## config.mk

```make
export PLATFORM = sky130hd
export DESIGN_NAME = calc_core
export DESIGN_NICKNAME = d
export VERILOG_FILES = /design/src/rtl/calc_pkg.sv /design/src/rtl/calc_muldiv.sv /design/src/rtl/calc_core.sv
export SDC_FILE = /design/constraint.sdc
export NUM_CORES = 1
export LEC_CHECK = 0
export CORE_ASPECT_RATIO = 2
export CORE_MARGIN = 5
export CORE_UTILIZATION = 69
export DETAILED_ROUTE_END_ITERATION = 12
export GPL_TIMING_DRIVEN = 1
export PLACE_DENSITY = 0.87
export SETUP_SLACK_MARGIN = 0.1
export SKIP_LAST_GASP = 1
export SLEW_MARGIN = 40
export SYNTH_ARGS = -nofsm -noshare
export SYNTH_HDL_FRONTEND = slang
export SYNTH_SLANG_ARGS = --single-unit
```

## constraint.sdc

```tcl
create_clock -name clk -period 17.2 [get_ports clk]
set_clock_uncertainty 0.15 [all_clocks]
set_input_delay 3.44 -clock clk [delete_from_list [all_inputs] [get_ports clk]]
set_output_delay 3.44 -clock clk [all_outputs]
set_load 0.02 [all_outputs]
```

## src/rtl/calc_pkg.sv

```systemverilog
// calc_pkg: shared types and constants for the calculator core.
//   - key code constants for the keypad event stream
//   - op_t (arithmetic operator) and state_t (entry/compute FSM states)
//   - default operand width and largest representable value
package calc_pkg;

   localparam int unsigned DefaultWidth    = 14;
   localparam int unsigned DefaultMaxValue = 9999;

   // Key codes 0..9 are digits.
   localparam logic [3:0] KEY_ADD    = 4'd10;
   localparam logic [3:0] KEY_SUB    = 4'd11;
   localparam logic [3:0] KEY_MUL    = 4'd12;
   localparam logic [3:0] KEY_DIV    = 4'd13;
   localparam logic [3:0] KEY_EQUALS = 4'd14;
   localparam logic [3:0] KEY_CLEAR  = 4'd15;

   typedef enum logic [1:0] {
      OP_ADD,
      OP_SUB,
      OP_MUL,
      OP_DIV
   } op_t;

   typedef enum logic [2:0] {
      StEntryA,
      StEntryB,
      StCompute,
      StResult,
      StError
   } state_t;

   // Operator keys are contiguous, so the offset from KEY_ADD is the op_t encoding.
   function automatic op_t key_to_op(input logic [3:0] key);
      logic [3:0] idx;
      idx = key - KEY_ADD;
      return op_t'(idx[1:0]);
   endfunction

endpackage

```

## src/rtl/calc_muldiv.sv

```systemverilog
// calc_muldiv: sequential shift-add multiplier and restoring divider.
// Both datapaths step together; op selects which one is reported. Latency is fixed at
// WIDTH clock edges after the start edge: done_o is high in the cycle before the final
// step, and result_o/overflow_o then carry the value that final step produces, so the
// consumer can register them on the same edge the iteration completes.
// Ports:
//   clk, reset   clock, asynchronous active-high reset
//   start_i      load operands and begin (ignored while abort_i)
//   abort_i      stop any running operation
//   op_i         OP_MUL or OP_DIV
//   a_i, b_i     multiplicand/dividend, multiplier/divisor
//   done_o       final step happens on the coming edge
//   result_o     product (low WIDTH bits) or quotient
//   overflow_o   product exceeds MAX_VALUE
//   div_zero_o   division with a zero divisor
module calc_muldiv
   import calc_pkg::*;
#(
   parameter int unsigned WIDTH     = DefaultWidth,
   parameter int unsigned MAX_VALUE = DefaultMaxValue
) (
   input  logic             clk,
   input  logic             reset,
   input  logic             start_i,
   input  logic             abort_i,
   input  op_t              op_i,
   input  logic [WIDTH-1:0] a_i,
   input  logic [WIDTH-1:0] b_i,
   output logic             done_o,
   output logic [WIDTH-1:0] result_o,
   output logic             overflow_o,
   output logic             div_zero_o
);

   localparam int unsigned W2 = 2 * WIDTH;
   localparam int unsigned CW = $clog2(WIDTH);
   localparam logic [CW-1:0] LastCnt = CW'(WIDTH - 1);

   logic            run_q;
   logic [CW-1:0]   cnt_q;
   logic            is_div_q;
   logic            dz_q;
   logic [W2-1:0]   mcand_q;
   logic [W2-1:0]   prod_q;
   logic [WIDTH-1:0] mplier_q;
   logic [WIDTH-1:0] rem_q;
   logic [WIDTH-1:0] quo_q;
   logic [WIDTH-1:0] dvsr_q;

   logic [W2-1:0]    prod_d;
   logic [WIDTH:0]   rem_sh;
   logic             fits;
   logic [WIDTH-1:0] rem_d;
   logic [WIDTH-1:0] quo_d;

   always_comb begin
      prod_d = prod_q + (mplier_q[0] ? mcand_q : '0);
      // Restoring step: bring in next dividend bit, subtract divisor if it fits.
      rem_sh = {rem_q, quo_q[WIDTH-1]};
      fits   = (rem_sh >= {1'b0, dvsr_q});
      rem_d  = fits ? (rem_sh[WIDTH-1:0] - dvsr_q) : rem_sh[WIDTH-1:0];
      quo_d  = {quo_q[WIDTH-2:0], fits};
   end

   assign done_o     = run_q && (cnt_q == LastCnt);
   assign result_o   = is_div_q ? quo_d : prod_d[WIDTH-1:0];
   assign overflow_o = !is_div_q && (prod_d > W2'(MAX_VALUE));
   assign div_zero_o = is_div_q && dz_q;

   always_ff @(posedge clk or posedge reset) begin
      if (reset) begin
         run_q    <= 1'b0;
         cnt_q    <= '0;
         is_div_q <= 1'b0;
         dz_q     <= 1'b0;
         mcand_q  <= '0;
         prod_q   <= '0;
         mplier_q <= '0;
         rem_q    <= '0;
         quo_q    <= '0;
         dvsr_q   <= '0;
      end else if (abort_i) begin
         run_q <= 1'b0;
         cnt_q <= '0;
      end else if (start_i) begin
         run_q    <= 1'b1;
         cnt_q    <= '0;
         is_div_q <= (op_i == OP_DIV);
         dz_q     <= (b_i == '0);
         mcand_q  <= W2'(a_i);
         prod_q   <= '0;
         mplier_q <= b_i;
         rem_q    <= '0;
         quo_q    <= a_i;
         dvsr_q   <= b_i;
      end else if (run_q) begin
         mcand_q  <= mcand_q << 1;
         mplier_q <= mplier_q >> 1;
         prod_q   <= prod_d;
         rem_q    <= rem_d;
         quo_q    <= quo_d;
         cnt_q    <= cnt_q + 1'b1;
         if (cnt_q == LastCnt) begin
            run_q <= 1'b0;
         end
      end
   end

endmodule

```

## src/rtl/calc_core.sv

```systemverilog
// calc_core: keypad-driven decimal entry and arithmetic engine feeding the display driver.
// Builds operands A and B from digit keys, runs add/sub in one busy cycle and mul/div
// through calc_muldiv in WIDTH busy cycles, and reports overflow, negative results and
// divide-by-zero through the ERROR state.
// Ports:
//   clk            system clock
//   reset          asynchronous active-high reset
//   key_valid      one-cycle key strobe
//   key_code       0-9 digit, 10 add, 11 sub, 12 mul, 13 div, 14 equals, 15 clear
//   to_display_nr  value for the 7-segment driver (0 in ERROR)
//   error          high while in ERROR
//   busy           high while a computation is in progress
module calc_core
   import calc_pkg::*;
#(
   parameter int unsigned WIDTH     = DefaultWidth,
   parameter int unsigned MAX_VALUE = DefaultMaxValue
) (
   input  logic             clk,
   input  logic             reset,
   input  logic             key_valid,
   input  logic [3:0]       key_code,
   output logic [WIDTH-1:0] to_display_nr,
   output logic             error,
   output logic             busy
);

   // Digit append needs headroom for acc*10+9 before the range check.
   localparam int unsigned AW = WIDTH + 4;
   localparam int unsigned SW = WIDTH + 1;

   state_t           state_q;
   op_t              op_q;
   logic [WIDTH-1:0] a_q;
   logic [WIDTH-1:0] b_q;
   logic             b_started_q;
   logic [WIDTH-1:0] disp_q;
   logic             error_q;
   logic             busy_q;

   logic             is_digit;
   logic             is_op;
   logic             is_eq;
   logic             is_clr;
   op_t              key_op;
   logic [WIDTH-1:0] entry_base;
   logic [AW-1:0]    entry_app;
   logic             entry_ok;
   logic [SW-1:0]    sum_w;
   logic             fin;
   logic             fin_err;
   logic [WIDTH-1:0] fin_val;

   logic             md_start;
   logic             md_done;
   logic [WIDTH-1:0] md_result;
   logic             md_overflow;
   logic             md_div_zero;

   always_comb begin
      is_digit = key_valid && (key_code <= 4'd9);
      is_op    = key_valid && (key_code >= KEY_ADD) && (key_code <= KEY_DIV);
      is_eq    = key_valid && (key_code == KEY_EQUALS);
      is_clr   = key_valid && (key_code == KEY_CLEAR);
      key_op   = key_to_op(key_code);

      // B starts from zero on its first digit regardless of the held register.
      if (state_q == StEntryB) begin
         entry_base = b_started_q ? b_q : '0;
      end else begin
         entry_base = a_q;
      end
      entry_app = AW'(entry_base) * AW'(10) + AW'(key_code);
      entry_ok  = (entry_app <= AW'(MAX_VALUE));

      sum_w    = SW'(a_q) + SW'(b_q);
      md_start = (state_q == StEntryB) && is_eq && ((op_q == OP_MUL) || (op_q == OP_DIV));

      fin     = 1'b0;
      fin_err = 1'b0;
      fin_val = '0;
      if (state_q == StCompute) begin
         unique case (op_q)
            OP_ADD: begin
               fin     = 1'b1;
               fin_err = (sum_w > SW'(MAX_VALUE));
               fin_val = sum_w[WIDTH-1:0];
            end
            OP_SUB: begin
               fin     = 1'b1;
               fin_err = (a_q < b_q);
               fin_val = a_q - b_q;
            end
            OP_MUL, OP_DIV: begin
               fin     = md_done;
               fin_err = md_overflow || md_div_zero;
               fin_val = md_result;
            end
            default: ;
         endcase
      end
   end

   calc_muldiv #(
      .WIDTH     (WIDTH),
      .MAX_VALUE (MAX_VALUE)
   ) u_muldiv (
      .clk        (clk),
      .reset      (reset),
      .start_i    (md_start),
      .abort_i    (is_clr),
      .op_i       (op_q),
      .a_i        (a_q),
      .b_i        (b_q),
      .done_o     (md_done),
      .result_o   (md_result),
      .overflow_o (md_overflow),
      .div_zero_o (md_div_zero)
   );

   always_ff @(posedge clk or posedge reset) begin
      if (reset) begin
         state_q     <= StEntryA;
         op_q        <= OP_ADD;
         a_q         <= '0;
         b_q         <= '0;
         b_started_q <= 1'b0;
         disp_q      <= '0;
         error_q     <= 1'b0;
         busy_q      <= 1'b0;
      end else if (is_clr) begin
         state_q     <= StEntryA;
         op_q        <= OP_ADD;
         a_q         <= '0;
         b_q         <= '0;
         b_started_q <= 1'b0;
         disp_q      <= '0;
         error_q     <= 1'b0;
         busy_q      <= 1'b0;
      end else begin
         case (state_q)
            StEntryA: begin
               if (is_digit) begin
                  if (entry_ok) begin
                     a_q    <= entry_app[WIDTH-1:0];
                     disp_q <= entry_app[WIDTH-1:0];
                  end
               end else if (is_op) begin
                  op_q        <= key_op;
                  b_q         <= '0;
                  b_started_q <= 1'b0;
                  state_q     <= StEntryB;
               end
            end
            StEntryB: begin
               if (is_digit) begin
                  if (entry_ok) begin
                     b_q         <= entry_app[WIDTH-1:0];
                     disp_q      <= entry_app[WIDTH-1:0];
                     b_started_q <= 1'b1;
                  end
               end else if (is_op) begin
                  op_q <= key_op;
               end else if (is_eq) begin
                  state_q <= StCompute;
                  busy_q  <= 1'b1;
               end
            end
            StCompute: begin
               // Non-clear keys are ignored here, including on the finishing cycle.
               if (fin) begin
                  busy_q <= 1'b0;
                  if (fin_err) begin
                     state_q <= StError;
                     error_q <= 1'b1;
                     disp_q  <= '0;
                  end else begin
                     state_q <= StResult;
                     a_q     <= fin_val;
                     disp_q  <= fin_val;
                  end
               end
            end
            StResult: begin
               if (is_digit) begin
                  a_q     <= WIDTH'(key_code);
                  disp_q  <= WIDTH'(key_code);
                  state_q <= StEntryA;
               end else if (is_op) begin
                  op_q        <= key_op;
                  b_q         <= '0;
                  b_started_q <= 1'b0;
                  state_q     <= StEntryB;
               end
            end
            StError: ;
            default: begin
               state_q <= StEntryA;
            end
         endcase
      end
   end

   assign to_display_nr = disp_q;
   assign error         = error_q;
   assign busy          = busy_q;

endmodule

```

==> results of run 1 <==
==> worst max path at each step <==
stage | endpoint | startpoint
after floorplan | a_q[0] | reset
after global placement | b_q[3] | key_code[1]
after detailed placement | b_q[3] | key_code[1]
after CTS | b_q[3] | key_code[1]
after global routing | b_q[3] | key_code[1]
final | b_q[3] | key_code[1]
==> cells in the final DEF (no fill, tap or decap), types with 26 or more instances in the layout <==
master      n
a21oi_1    71
and2_1     44
ha_1       98
nor2_1     72
o211ai_1   27
nor3_1     31
nand3_1    31
nand2_1   231
xnor2_1    47
dfrtp_1   168
inv_1      62
o21ai_0   134
xor2_1     29
a221o_1    26
nand2b_1   28
==> routing by layer <==
metal | global-route usage | share of wire | vias up
li1 | - | - | 5613
met1 | 0.385 | 0.33 | 5936
met2 | 0.677 | 0.51 | 580
met3 | 0.0776 | 0.061 | 244
met4 | 0.322 | 0.10 | 0
met5 | 0 | 0 | -
==> critical path, delay by kind of cell <==
family / cells / cell delay [ps]
compound gates: 5 / 1270
buf+inv: 2 / 730
simple gates: 5 / 1530
fa+ha+maj: 2 / 640
xor+xnor: 1 / 140
==> layout make-up <==
| class | count | area (sq um) |
|---|---|---|
| Multi-Input combinational cell | 1240 | 8390 |
| Fill cell | 1488 | 4800 |
| Sequential cell | 169 | 4230 |
| Clock buffer | 21 | 450 |
| Timing Repair Buffer | 36 | 340 |
| Tap cell | 255 | 319 |
| Inverter | 66 | 255 |
| Clock inverter | 7 | 50.0 |
==> per-stage QoR <==
stage	hold slack, ps	instances	utilization	power [uW]
global route	373	1794	0.745	3190
finish	331	1794	0.745	3010
CTS	326	1794	0.744	2930
detailed placement	317	1766	0.718	2580
floorplan	289	1566	-	2000
global placement	306	1764	0.716	2520
==> power breakdown <==
| part | total, uW | switching (uW) | leakage [uW] | internal, uW |
|---|---|---|---|---|
| Combinational | 2020 | 1290 | 0.00378 | 735 |
| Clock | 351 | 166 | 0.000237 | 185 |
| Sequential | 639 | 148 | 0.00221 | 491 |
| Total | 3010 | 1600 | 0.00623 | 1410 |
==> kinds of logic after synthesis <==
kind of cell / count (synthesis) / synth area share
mux: 33 / 0.0258
xor+xnor: 76 / 0.0505
flops: 169 / 0.321
compound gates: 475 / 0.249
simple gates: 552 / 0.205
buf+inv: 157 / 0.0471
fa+ha+maj: 104 / 0.102
==> impl_metrics.tcl, run 1 <==
set metrics [dict create \
    status "completed" \
    fmax_mhz 132 \
    clk_latency_ps 440 \
    critPathKind "in -> reg" \
    rrSetupSlack_ps 10080 \
    reg2reg_to "b_q[3]" \
    timing.final.hold_violations 0 \
    rows 71 \
    worstHoldEndpoint "u_muldiv.mplier_q[0]" \
    hold_class "reg -> reg" \
    power.density_nw_per_um2 215 \
    largest_registers "u_muldiv.mcand_q x28, u_muldiv.prod_q x28" \
    die_area_sq_um 22100 \
    ys.flop_type "dfrtp_1" \
    required_ps 17380 \
    synth_top_area_cell "dfrtp_1" \
    cp.arrival_ps 7760 \
    route.detailed.drc 0 \
    netlist.area_leader.share 0.321 \
    path_max_fanout 15 \
    placed_area_sq_um 13500 \
    synth_edf_count 0 \
    dr.pass1.iters 6 \
    ys_top_cells_by_count "231 x nand2_1, 169 x dfrtp_1, 135 x o21ai_0" \
    grt_antenna_before_repair 0 \
    start_kind "input port" \
    routedWlPerCell_um 23.0 \
    first_global_vias 12665 \
    hold_buffers 0 \
    drv_cap 0 \
    die_x_um 108 \
    drv_slew 0 \
    grt_util_all_layers 0.387 \
    nets 1641 \
    vias 12373 \
    timing.rr.start "state_q[0]" \
    synthArstFlopShare 1.00 \
    cp_cell_sequence "clkdlybuf4s50_1, ha_1, inv_1, fa_1, nor2b_1, o21ai_0, nor4_2, nand4_1, nor2_1, xnor2_1, o31ai_2, o2111ai_2, nor2_2, a211oi_4, a22o_1" \
    slowest_stage "clkdlybuf4s50_1" \
    core_area_sq_um 18800 \
    synth.distinct_cells 90 \
    drt-total-wl_um 41200 \
    syn_area_per_cell_sq_um 8.42 \
    io_buffers 22 \
    peakVddDrop_v 0.000354 \
    ys_seq_area_frac 0.321 \
    finalInstanceArea_sq_um 14000 \
    setup_ws_ps 9620 \
    tns_ps 0 \
    crit_path_end_kind "flop" \
    hold_depth 2 \
    post_cts_buffers 0 \
    cts-resized-gates 0 \
    drtIter0Drc 999 \
    routed_via_density 6.90 \
    syn_nets 1677 \
    drive_gt1_frac 0.0533 \
    grt_first_pass_wirelength_um 66500 \
    yosys_warnings 0 \
    cts_made_buffers 17 \
    clkSinkCount 169 \
    yosysMostFrequentCell "nand2_1" \
    pin_count 23 \
    synth_area_sq_um 13200 \
    grt_max_degree 102 \
    maxSlewHeadroom 0.334 \
    synth_area_leaders "dfrtp_1 32%, ha_1 9.3%, nand2_1 6.6%" \
    postSynthCellCount 1566 \
    place_ws_ps 8910 \
    start_util 0.700 \
    diodes 0 \
    cts_tree "done" \
    syn2layout_area_growth_pct 6.48 \
    holdCritStartpoint "u_muldiv.mplier_q[1]" \
    gp_congestion 1.10 \
    clockBufferDepth 2 \
    worst_pin_slew_ps 991 \
    htree_levels 4 \
    setup_viol 0 \
    gr-total-overflow 0 \
    critPathMaxStageDelay_ps 670 \
    ys_seq_elements 169 \
    dieHeight_um 205 \
    dp_hpwl_um 30300 \
    post-route-min-period_ps 7580 \
    clkTransAtPathRegs_ps 70 \
    clockRootBuffer "clkbuf_16" \
    p_leak_uw 0.00623 \
    min_period_over_period 0.441 \
    rsz0062_at_grt "false" \
    reg2reg_depth 18 \
    ant_nets 0 \
]
Power figures use the tool's default switching activity.
==> run 2, diff against run 1 <==
--- a/config.mk
+++ b/config.mk
@@ -7,10 +7,10 @@
 export LEC_CHECK = 0
 export CORE_ASPECT_RATIO = 2
 export CORE_MARGIN = 5
-export CORE_UTILIZATION = 69
+export CORE_UTILIZATION = 64
 export DETAILED_ROUTE_END_ITERATION = 12
 export GPL_TIMING_DRIVEN = 1
-export PLACE_DENSITY = 0.87
+export PLACE_DENSITY = 0.81
 export SETUP_SLACK_MARGIN = 0.1
 export SKIP_LAST_GASP = 1
 export SLEW_MARGIN = 40
==> constraint.sdc (replaced) <==
create_clock -name clk -period 7.4 [get_ports clk]
set_clock_uncertainty 0.15 [all_clocks]
set_input_delay 1.48 -clock clk [delete_from_list [all_inputs] [get_ports clk]]
set_output_delay 1.48 -clock clk [all_outputs]
set_load 0.02 [all_outputs]
==> run 2 against run 1 <==
Net effect: hold slack lost 7.3 ps; global-route usage is 3.7 points lower; sequential share of layout area down 0.27 points; power up 140%; final area increased by 0.91%; non-clock buffer count increased by 4; first-iteration DRC count is 1.8% lower; count of clock-buffer cells in the layout is 3 lower; via count decreased by 2.0%; die area grew 7.3%; wire length is 0.63% lower; register-to-register slack got worse by 8800 ps; highest routed layer unchanged.
==> impl_metrics.tcl, run 2 (synthesis gave the netlist of run 1 again) <==
set metrics [dict create \
    clkSinkCount 169 \
    power.density_nw_per_um2 502 \
    place_ws_ps 1170 \
    clockRootBuffer "clkbuf_16" \
    drv_cap 0 \
    status "completed" \
    rsz0062_at_grt "false" \
    fmax_mhz 163 \
    min_period_over_period 0.830 \
    dieHeight_um 213 \
    syn2layout_area_growth_pct 7.45 \
    start_util 0.647 \
    pin_count 23 \
    routedWlPerCell_um 22.6 \
    core_area_sq_um 20400 \
    die_x_um 111 \
    post-route-min-period_ps 6140 \
    maxSlewHeadroom 0.481 \
    timing.final.hold_violations 0 \
    cp.arrival_ps 6330 \
    start_kind "flop" \
    p_leak_uw 0.00628 \
    hold_buffers 0 \
    tns_ps 0 \
    required_ps 7590 \
    setup_ws_ps 1260 \
    clk_latency_ps 460 \
    final_common_cell "nand2_1" \
    gp_congestion 0.981 \
    dr.pass1.iters 6 \
    cts_tree "done" \
    rows 74 \
    diodes 0 \
    route.detailed.drc 0 \
    cts_made_buffers 17 \
    drv_slew 0 \
    nets 1645 \
    setup_viol 0 \
    grt_util_all_layers 0.350 \
    total_power_uw 7110 \
    htree_levels 4 \
    cts-resized-gates 0 \
    vias 12127 \
    grt_max_degree 101 \
    die_area_sq_um 23700 \
    crit_path_end_kind "flop" \
    critPathKind "reg -> reg" \
    worst_pin_slew_ps 773 \
    grt_antenna_before_repair 0 \
    dp_hpwl_um 30600 \
    peakVddDrop_v 0.00105 \
    drt-total-wl_um 41000 \
    post_cts_buffers 0 \
    clockBufferDepth 2 \
    mostFrequentLayoutCells "231 x nand2_1, 168 x dfrtp_1, 134 x o21ai_0" \
    routed_via_density 6.69 \
    first_global_vias 12305 \
    drtIter0Drc 981 \
    io_buffers 22 \
    hold_class "reg -> reg" \
    path_max_fanout 20 \
    gr-total-overflow 0 \
    grt_first_pass_wirelength_um 64700 \
    largest_registers "u_muldiv.mcand_q x28, u_muldiv.prod_q x28" \
    ant_nets 0 \
    clkTransAtPathRegs_ps 70 \
    drive_gt1_frac 0.0582 \
]
==> run 2: cell count changes in the layout (fill, tap and decap cells not counted), sizes merged <==
cell,delta
clkinvlp,+2
inv,+2
buf,+4
bufinv,+2
clkbuf,-3
==> run 2: power by group <==
group	switching (uW)	leakage (uW)	internal (uW)	total [uW]
registers	341	0.00221	1140	1480
clock network	399	0.000271	506	905
logic	3000	0.00380	1720	4720
total	3740	0.00628	3370	7110
==> run 2: critical path: stages, from the launching register on <==
cell       delay [ps]
dfrtp_1           540
nand3b_1          630
o21ai_0           560
ha_1              200
ha_1              200
inv_1              70
fa_1              430
xnor2_1           310
nand2_1           160
or4b_4            550
nor4_4            230
a21boi_0          290
xor2_1            180
o31ai_2           340
o2111ai_2         280
or4_1             460
o21ai_0           110
mux2_1            340
==> run 2: final cells by class <==
| cell class | count | area, sq um |
|---|---|---|
| Tap cell | 266 | 333 |
| Multi-Input combinational cell | 1240 | 8390 |
| Clock buffer | 18 | 439 |
| Timing Repair Buffer | 40 | 367 |
| Fill cell | 1678 | 6200 |
| Sequential cell | 169 | 4230 |
| Inverter | 66 | 255 |
| Clock inverter | 13 | 146 |
==> run 2: final timing paths <==
| kind | startpoint | end | depth (start not counted) | slack (ps) |
|---|---|---|---|---|
| max in group asynchronous | reset | u_muldiv.mplier_q[0] | 3 | 4560 |
| min in group asynchronous | reset | u_muldiv.mcand_q[5] | 2 | 1350 |
| min | u_muldiv.mplier_q[3] | u_muldiv.mplier_q[2] | 2 | 320 |
| min reg2reg | u_muldiv.mplier_q[3] | u_muldiv.mplier_q[2] | 2 | 320 |
| max reg2reg | state_q[2] | a_q[13] | 17 | 1260 |
| max | state_q[2] | a_q[13] | 17 | 1260 |
==> run 2: routing by layer <==
| metal | part of all wire | global-route usage |
|---|---|---|
| met5 | 0 | 0 |
| met4 | 0.093 | 0.290 |
| met3 | 0.043 | 0.0584 |
| met2 | 0.53 | 0.643 |
| met1 | 0.34 | 0.338 |
==> run 2: metrics by stage <==
step	cell area [sq um]	std cells	util	hold WS, ps
finish	14200	1812	0.695	324
global route	14200	1812	0.695	341
CTS	14200	1812	0.695	320
detailed placement	13600	1781	0.666	304
global placement	13500	1778	0.664	305
floorplan	13200	1566	-	289
==> run 3, diff against run 2 <==
--- a/config.mk
+++ b/config.mk
@@ -7,10 +7,10 @@
 export LEC_CHECK = 0
 export CORE_ASPECT_RATIO = 2
 export CORE_MARGIN = 5
-export CORE_UTILIZATION = 64
+export CORE_UTILIZATION = 58
 export DETAILED_ROUTE_END_ITERATION = 12
 export GPL_TIMING_DRIVEN = 1
-export PLACE_DENSITY = 0.81
+export PLACE_DENSITY = 0.78
 export SETUP_SLACK_MARGIN = 0.1
 export SKIP_LAST_GASP = 1
 export SLEW_MARGIN = 40
==> constraint.sdc (replaced) <==
create_clock -name clk -period 5.2 [get_ports clk]
set_clock_uncertainty 0.15 [all_clocks]
set_input_delay 1.04 -clock clk [delete_from_list [all_inputs] [get_ports clk]]
set_output_delay 1.04 -clock clk [all_outputs]
set_load 0.02 [all_outputs]
==> run 3 against run 2 <==
Net effect: sequential share of layout area shrank 1.6 points; register-to-register slack lost 1200 ps; first-iteration DRC count grew 4.8%; maximum frequency grew 20%; die area grew 9.6%; setup slack lost 1200 ps; via count grew 2.6%; wire length grew 3.0%; count of clock-buffer cells in the layout grew 1.
==> impl_metrics.tcl, run 3 (synthesis gave the netlist of run 1 again) <==
set metrics [dict create \
    dr.pass1.iters 5 \
    maxSlewHeadroom 0.464 \
    switchingPower_uw 5700 \
    drv_slew 0 \
    gp_congestion 1.03 \
    final_core_util 0.663 \
    cp.arrival_ps 5330 \
    htree_levels 4 \
    cpLargestDelayFamily "compound AO/OA/AOI/OAI gates" \
    fin_hold_ws_ps 332 \
    slowest_stage "or4_1" \
    post-route-min-period_ps 5140 \
    diodes 0 \
    status "completed" \
    place_ws_ps -72.1 \
    clockBufferDepth 2 \
    syn2layout_area_growth_pct 13.4 \
    power.density_nw_per_um2 745 \
    first_global_vias 12428 \
    switching_share 0.512 \
    drtIter0Drc 1028 \
    place_inst 1849 \
    start_kind "flop" \
    critPathKind "reg -> reg" \
    clockRootBuffer "clkbuf_16" \
    dp_hpwl_um 31800 \
    clk_latency_ps 460 \
    hold_buffers 0 \
    hold_class "reg -> reg" \
    dieHeight_um 223 \
    start_util 0.585 \
    timing.final.hold_violations 0 \
    required_ps 5390 \
    setup_ws_ps 64.5 \
    finalInstanceArea_sq_um 15000 \
    route.detailed.drc 0 \
    critPathMaxStageDelay_ps 510 \
    fmax_mhz 195 \
    clkSinkCount 169 \
    pwr-share-seq 0.182 \
    crit_path_end_kind "flop" \
    routedWlPerCell_um 22.3 \
    pin_count 23 \
    path_max_fanout 24 \
    placed_area_sq_um 14000 \
    vias 12439 \
    ant_nets 0 \
    rows 78 \
    drt-total-wl_um 42200 \
    largest_registers "u_muldiv.mcand_q x28, u_muldiv.prod_q x28" \
    rrSetupSlack_ps 60 \
    core_area_sq_um 22500 \
    worst-path-buf-inv 2 \
    cts_tree "done" \
    grt_antenna_before_repair 0 \
    rsz0062_at_grt "true" \
    num-fill-cells 1861 \
    die_x_um 117 \
    nets 1713 \
    setup_viol 0 \
    io_buffers 22 \
    min_period_over_period 0.988 \
    final_common_cell "nand2_1" \
    clkTransAtPathRegs_ps 70 \
    combPwrFrac 0.706 \
    cpMostUsedCell "o21ai_1" \
    fin_cells 1895 \
    cp_cell_sequence "nand3b_1, buf_6, buf_8, o21ai_1, ha_1, ha_2, o21ai_2, nor2b_1, or3b_4, o32a_1, a2111oi_4, xnor2_2, o31ai_4, o2111ai_4, or4_1, o21ai_1, mux2_1" \
    p_leak_uw 0.00666 \
    grt_max_degree 93 \
    p_int_uw 5440 \
    mostFrequentLayoutCells "228 x nand2_1, 168 x dfrtp_1, 122 x o21ai_0" \
    grt_first_pass_wirelength_um 65500 \
    drv_cap 0 \
    routed_via_density 6.56 \
    worst_pin_slew_ps 804 \
    grt_util_all_layers 0.327 \
    cts_made_buffers 17 \
    die_area_sq_um 26000 \
    peakVddDrop_v 0.00109 \
    drive_gt1_frac 0.116 \
    power_frac_clock 0.111 \
    gr-total-overflow 0 \
]
run 3: cell types whose count changed in the layout (fill, tap and decap cells not counted), moves of 5 or more:
cell,delta
ha_4,+5
o21ai_0,-12
o21ai_1,+8
buf_4,+61
ha_1,-8
run 3: power by group through the flow:
stage                     Sequential (uW)  Clock, uW  Combinational (uW)
after floorplan                      1920          0                4730
after global placement               2020          0                6720
after detailed placement             2030          0                6870
after CTS                            2010       1250                6990
after global routing                 2050       1320                8370
final                                2030       1240                7870
run 3: final cells by class:
class,count,area (sq um),area share
Inverter,66,251,0.0168
Timing Repair Buffer,108,960,0.0642
Clock inverter,13,121,0.00812
Tap cell,280,350,0.0234
Sequential cell,169,4230,0.283
Multi-Input combinational cell,1240,8600,0.575
Clock buffer,19,443,0.0296
run 3: metal layers:
metal  track usage  vias to the layer above  routed length [um]
met5             0                        -                   0
met4         0.228                        0                3540
met3        0.0546                      187                1870
met2         0.598                      483               22800
met1         0.323                     6018               14000
li1              -                     5751                   -
run 3: repair_timing:
item                       in CTS  in global routing
pin swaps                       3                 18
buffers inserted                1                 11
resized for setup               5                 57
gates cloned                    0                  2
setup endpoints to repair      25                 44
run 3: worst reg2reg max path, stage by stage, from the launching register on:
cell       delay [ps]
dfrtp_1           390
nand3b_1          260
buf_6             220
buf_8             160
o21ai_1           240
ha_1              290
ha_2              400
o21ai_2            90
nor2b_1           150
or3b_4            420
o32a_1            420
a2111oi_4         430
xnor2_2           140
o31ai_4            90
o2111ai_4         220
or4_1             520
o21ai_1           100
mux2_1            330
run 3: per-stage QoR:
stage          total power (uW)  setup TNS [ps]
2_1_floorplan              6650               0
3_3_place_gp               8750               0
3_5_place_dp               8900            -264
4_1_cts                   10200               0
5_1_grt                   11700            -136
6_report                  11100               0
run 3: final timing paths:
check,from,endpoint,cells after the start
setup / recovery,state_q[2],a_q[13],17
hold / removal,u_muldiv.mplier_q[3],u_muldiv.mplier_q[2],2
setup reg to reg,state_q[2],a_q[13],17
hold reg to reg,u_muldiv.mplier_q[3],u_muldiv.mplier_q[2],2
max in group asynchronous,reset,a_q[5],4
min in group asynchronous,reset,u_muldiv.rem_q[8],3
